$ cat config.mk
export PLATFORM = sky130hd
export DESIGN_NAME = gcd_stein16
export DESIGN_NICKNAME = d
export VERILOG_FILES = /design/src/rtl/gcd_pkg.sv /design/src/rtl/gcd_stein16_tzn16.sv /design/src/rtl/gcd_stein16.sv
export SDC_FILE = /design/constraint.sdc
export NUM_CORES = 1
export LEC_CHECK = 0
export CAP_MARGIN = 30
export CORE_UTILIZATION = 50
export CTS_CLUSTER_SIZE = 25
export DETAILED_ROUTE_END_ITERATION = 10
export GPL_TIMING_DRIVEN = 0
export PLACE_DENSITY = 0.78
export SLEW_MARGIN = 10
export SYNTH_ARGS = -nofsm -noshare
export SYNTH_HDL_FRONTEND = slang
export SYNTH_SLANG_ARGS = --single-unit
$ cat constraint.sdc
create_clock -name clk_i -period 5.3 [get_ports clk_i]
set_input_delay 1.325 -clock clk_i [delete_from_list [all_inputs] [get_ports clk_i]]
set_output_delay 1.325 -clock clk_i [all_outputs]
set_load 0.005 [all_outputs]
$ cat src/rtl/gcd_pkg.sv
// Shared types and constants for the binary (Stein) GCD datapath.
package gcd_pkg;

  localparam int GCD_WIDTH = 16;
  localparam int GCD_CNT_W = 6;
  localparam int GCD_K_W   = 4;

  typedef enum logic [1:0] {
    IDLE,
    LOOP,
    DONE
  } gcd_state_e;

endpackage

$ cat src/rtl/gcd_stein16_tzn16.sv
// Trailing-zero counter for a 16-bit word; count is 0 when the word is all zeros.
module tzn16 (
  input  logic [15:0] data_i,
  output logic [3:0]  count_o,
  output logic        all_zeros_o
);

  always_comb begin
    count_o     = 4'd0;
    all_zeros_o = (data_i == 16'd0);
    // Scan from the top so the lowest set bit is the last one written.
    for (int i = 15; i >= 0; i--) begin
      if (data_i[i]) count_o = 4'(i);
    end
  end

endmodule

$ cat src/rtl/gcd_stein16.sv
// Iterative binary (Stein) GCD engine with valid/ready handshakes on both sides.
// Optional build macro GCD_CYCLE_CNT_EN adds cycles_o, the LOOP-cycle count of the current result.
module gcd_stein16
  import gcd_pkg::*;
#(
  parameter int WIDTH = GCD_WIDTH
) (
  input  logic             clk_i,
  input  logic             rst_ni,
  input  logic             valid_i,
  output logic             ready_o,
  input  logic [WIDTH-1:0] a_i,
  input  logic [WIDTH-1:0] b_i,
  output logic             valid_o,
  input  logic             ready_i,
`ifdef GCD_CYCLE_CNT_EN
  output logic [GCD_CNT_W-1:0] cycles_o,
`endif
  output logic [WIDTH-1:0] gcd_o
);

  gcd_state_e state_q, state_d;

  logic [WIDTH-1:0]   a_q, b_q, gcd_q;
  logic [GCD_K_W-1:0] k_q;

  logic             ops_zero, loop_eq, a_gt_b;
  logic [WIDTH-1:0] diff, tz_src;
  logic [3:0]       tz_ab, tz_ad, tz_b;
  logic             ab_zero_unused, ad_zero_unused, b_zero_unused;

  assign ops_zero = (a_i == '0) || (b_i == '0);
  assign loop_eq  = (a_q == b_q);
  assign a_gt_b   = (a_q > b_q);
  assign diff     = a_gt_b ? (a_q - b_q) : (b_q - a_q);
  // One counter serves tz(A) at load time and tz(d) during iterations.
  assign tz_src   = (state_q == IDLE) ? a_i : diff;

  tzn16 u_tz_ab (
    .data_i      (a_i | b_i),
    .count_o     (tz_ab),
    .all_zeros_o (ab_zero_unused)
  );

  tzn16 u_tz_ad (
    .data_i      (tz_src),
    .count_o     (tz_ad),
    .all_zeros_o (ad_zero_unused)
  );

  tzn16 u_tz_b (
    .data_i      (b_i),
    .count_o     (tz_b),
    .all_zeros_o (b_zero_unused)
  );

  always_ff @(posedge clk_i or negedge rst_ni) begin
    if (!rst_ni) state_q <= IDLE;
    else         state_q <= state_d;
  end

  always_comb begin
    state_d = state_q;
    ready_o = 1'b0;
    valid_o = 1'b0;
    unique case (state_q)
      IDLE: begin
        ready_o = 1'b1;
        if (valid_i) state_d = ops_zero ? DONE : LOOP;
      end
      LOOP: begin
        if (loop_eq) state_d = DONE;
      end
      DONE: begin
        valid_o = 1'b1;
        if (ready_i) state_d = IDLE;
      end
      default: state_d = IDLE;
    endcase
  end

  // Load: strip twos from each operand, keep the common power in k.
  always_ff @(posedge clk_i or negedge rst_ni) begin
    if (!rst_ni) begin
      a_q   <= '0;
      b_q   <= '0;
      k_q   <= '0;
      gcd_q <= '0;
    end else begin
      unique case (state_q)
        IDLE: begin
          if (valid_i) begin
            if (ops_zero) begin
              gcd_q <= a_i | b_i;
            end else begin
              k_q <= tz_ab;
              a_q <= a_i >> tz_ad;
              b_q <= b_i >> tz_b;
            end
          end
        end
        LOOP: begin
          if (loop_eq) begin
            gcd_q <= a_q << k_q;
          end else begin
            a_q <= a_gt_b ? b_q : a_q;
            b_q <= diff >> tz_ad;
          end
        end
        default: ;
      endcase
    end
  end

  assign gcd_o = gcd_q;

`ifdef GCD_CYCLE_CNT_EN
  logic [GCD_CNT_W-1:0] cnt_q;

  always_ff @(posedge clk_i or negedge rst_ni) begin
    if (!rst_ni) begin
      cnt_q <= '0;
    end else if (state_q == IDLE && valid_i) begin
      cnt_q <= '0;
    end else if (state_q == LOOP) begin
      cnt_q <= cnt_q + 1'b1;
    end
  end

  assign cycles_o = cnt_q;
`endif

endmodule

==> results.yml <==
clock_tree:
  cts_max_level: 2
  cts_setup_buffers: 0
  clock_sink_count: 54
  cts_root_buffer: "clkbuf_16"
  clkSlewWorstSetupHoldPaths_ns: 0.08
  clock_latency_ns: 0.30
  cts_buffer_depth: 2
  tritoncts: "done"
  postCtsHoldBufs: 0
  cts_made_buffers: 5
global_route:
  grt_overflow: 0
  track_usage_pct: 37.9
  grt_pass1_wl_um: 45700
  grt_max_degree: 32
  first_global_vias: 7732
  antenna_found_initial: 1
yosys:
  synthCells: 1012
  ys_async_sr_fraction_pct: 100
  synth_warnings: 0
  ys_ff_latch: 54
  synth_area_um2: 7580
  muxShareOfSynthArea_pct: 16.6
  synthXorXnorAreaFrac_pct: 1.57
  yosysUniqueCellTypes: 94
  synth-simple-area-share_pct: 20.0
  synthAdderAreaFrac_pct: 5.64
  synth_edf_count: 0
  synthesis.nets: 1081
  postSynthAreaPerCell_um2: 7.49
  synth_ff_type: "dfrtp_1"
  synth_top_family_by_area: "compound AO/OA/AOI/OAI gates"
  yosysSeqAreaShare_pct: 17.8
  synth_compound_area_share_pct: 30.8
cells_and_area:
  final_core_util_pct: 57.4
  drive_gt1_share_pct: 9.38
  antenna_cells: 0
  num-fill-cells: 1447
  synthToLayoutAreaGrowth_pct: 10.9
  final_cells: 1240
  final_nets: 1125
  final_cell_mix: "nand2_1, mux2i_1, nor2_1"
  final_common_cell: "nand2_1"
critical_path:
  reg2reg_slack_ns: 0.11
  cpPeakStageDelay_ns: 0.44
  cp-end-kind: "flop"
  required_ns: 5.47
  critPathLaunch: "a_q[13]$_DFFE_PN0P_"
  arrival_ns: 5.36
  cp_slowest_cell: "xor2_2"
  crit_fanout: 10
  r2r-end: "b_q[10]$_DFFE_PN0P_"
  crit_chain: "inv_1, ha_1, buf_2, a21oi_1, o21ai_1, a21o_1, o21ai_4, buf_6, mux2i_1, xor2_2, a21boi_1, o311a_4, o22a_1, buf_2, buf_6, mux2i_2, mux2i_1, a222oi_1, o21ai_1"
  worstRegToRegCells: 19
  start_kind: "flop"
  r2r_start: "a_q[13]$_DFFE_PN0P_"
  critPathCapture: "b_q[10]$_DFFE_PN0P_"
  crit_type: "flop to flop"
floorplan:
  core_area_um2: 14600
  die_area_um2: 15700
  row_count: 44
  die_w_um: 125
  top_level_ports: 54
  start_util_pct: 51.8
  die_h_um: 125
routing:
  drc: 0
  routed_via_density: 6.91
  num_vias: 8564
  routed_wl_um: 29800
  drt_iter0_markers: 1001
  ant_nets: 0
  first_pass_iters: 5
  wl_per_cell_um: 24.1
timing:
  period_share_pct: 97.9
  skew_ns: 0.00563
  slew_headroom_pct: 30.9
  rsz0062_at_grt: "yes"
  setup_viol: 0
  worst_slew_pin_slew_ns: 1.03
  setup_ws_ns: 0.112
  hold_viol: 0
  fmaxAchievable_ghz: 0.193
  min_period_ns: 5.19
  fin_hold_ws_ns: 0.483
  slew_violations: 0
job:
  drv_cap: 0
hold_path:
  hold_path.class: "flop to flop"
place:
  place_hpwl_um: 23700
  dp_worst_setup_slack_ns: -0.181
  placed_cells: 1232
  place.gp.congestion: 0.993
  portBuffers: 34
outcome:
  outcome: "complete, no violations"
[stage by stage]
| step | instance area, um^2 | setup TNS, ns |
|---|---|---|
| after floorplan | 7580 | 0 |
| after global placement | 8160 | -0.486 |
| after detailed placement | 8180 | -0.575 |
| after CTS | 8320 | 0 |
| after global routing | 8410 | -0.223 |
| final | 8410 | 0 |
[critical path, delay by kind of cell (launching register included)]
kind | cells | cell delay, ns
xor+xnor | 1 | 0.44
compound gates | 9 | 2.30
mux | 3 | 0.78
buf+inv | 5 | 0.81
fa+ha+maj | 1 | 0.29
flops | 1 | 0.42
[per-layer routing]
layer  global-route usage [%]  up-vias  share of wire (%)
li1                         -     3839                  -
met1                     54.6     4078                 43
met2                     57.8      565                 43
met3                     6.29       82                 11
met4                     11.3        0                3.3
met5                        0        -                  0
[worst min-delay path by stage]
stage          slack [ns]             startpoint                    end  depth (start not counted)
2_1_floorplan        0.47   gcd_o[0]$_DFFE_PN0P_   gcd_o[0]$_DFFE_PN0P_                          2
3_3_place_gp         0.47   gcd_o[3]$_DFFE_PN0P_   gcd_o[3]$_DFFE_PN0P_                          2
3_5_place_dp         0.47   gcd_o[4]$_DFFE_PN0P_   gcd_o[4]$_DFFE_PN0P_                          2
4_1_cts              0.49  gcd_o[15]$_DFFE_PN0P_  gcd_o[15]$_DFFE_PN0P_                          2
5_1_grt              0.52   gcd_o[2]$_DFFE_PN0P_   gcd_o[2]$_DFFE_PN0P_                          2
6_report             0.48   gcd_o[4]$_DFFE_PN0P_   gcd_o[4]$_DFFE_PN0P_                          2
[logic make-up after synthesis]
| group | count (synthesis) |
|---|---|
| XOR/XNOR | 11 |
| adder cells (fa/ha/maj) | 33 |
| flip-flops | 54 |
| AND/OR/NAND/NOR | 323 |
| AO/OA/AOI/OAI | 341 |
| multiplexers | 117 |
| buffers and inverters | 133 |
[cell usage after synthesis, drive strengths merged, types with 9 or more instances]
cell type,count,area [um^2]
buf,30,190
nor2,86,323
nor3,19,95.1
clkbuf,51,191
o31ai,19,156
nand2,119,447
o21ai,81,432
a21oi,78,398
ha,31,388
nand3,20,100
mux2i,100,1020
o211ai,14,105
nor4,15,100
a21o,19,143
or3,9,56.3
o22ai,10,76.3
dfrtp,54,1350
mux2,13,154
o221ai,9,78.8
inv,51,191
nand2b,9,63.8
a31oi,16,100
nor2b,9,56.3
a211oi,11,87.6
[final cells by class]
class                   instances  area (um^2)  area share, %
well taps                     184          230           2.74
repair buffers                 37          368           4.37
multi-input cells             825         5740           68.3
inverters                      52          195           2.32
clock buffers                   5          125           1.49
clock inverters                 2         13.8          0.164
plain buffers                  81          383           4.55
flip-flops and latches         54         1350           16.1
[state kept, by name (all words and copies together), names as in the netlist]
register,flops
k_q,4
a_q,16
gcd_o,16
state_q,2
b_q,16
[what timing repair did]
item / in CTS / in global routing
gates cloned: 0 / 0
gates resized for setup: 1 / 17
setup endpoints to repair: 6 / 30
pin swaps: 0 / 1
Power is not shown: default switching activity piles up to over one toggle a cycle in this logic, so the estimate is an artifact.
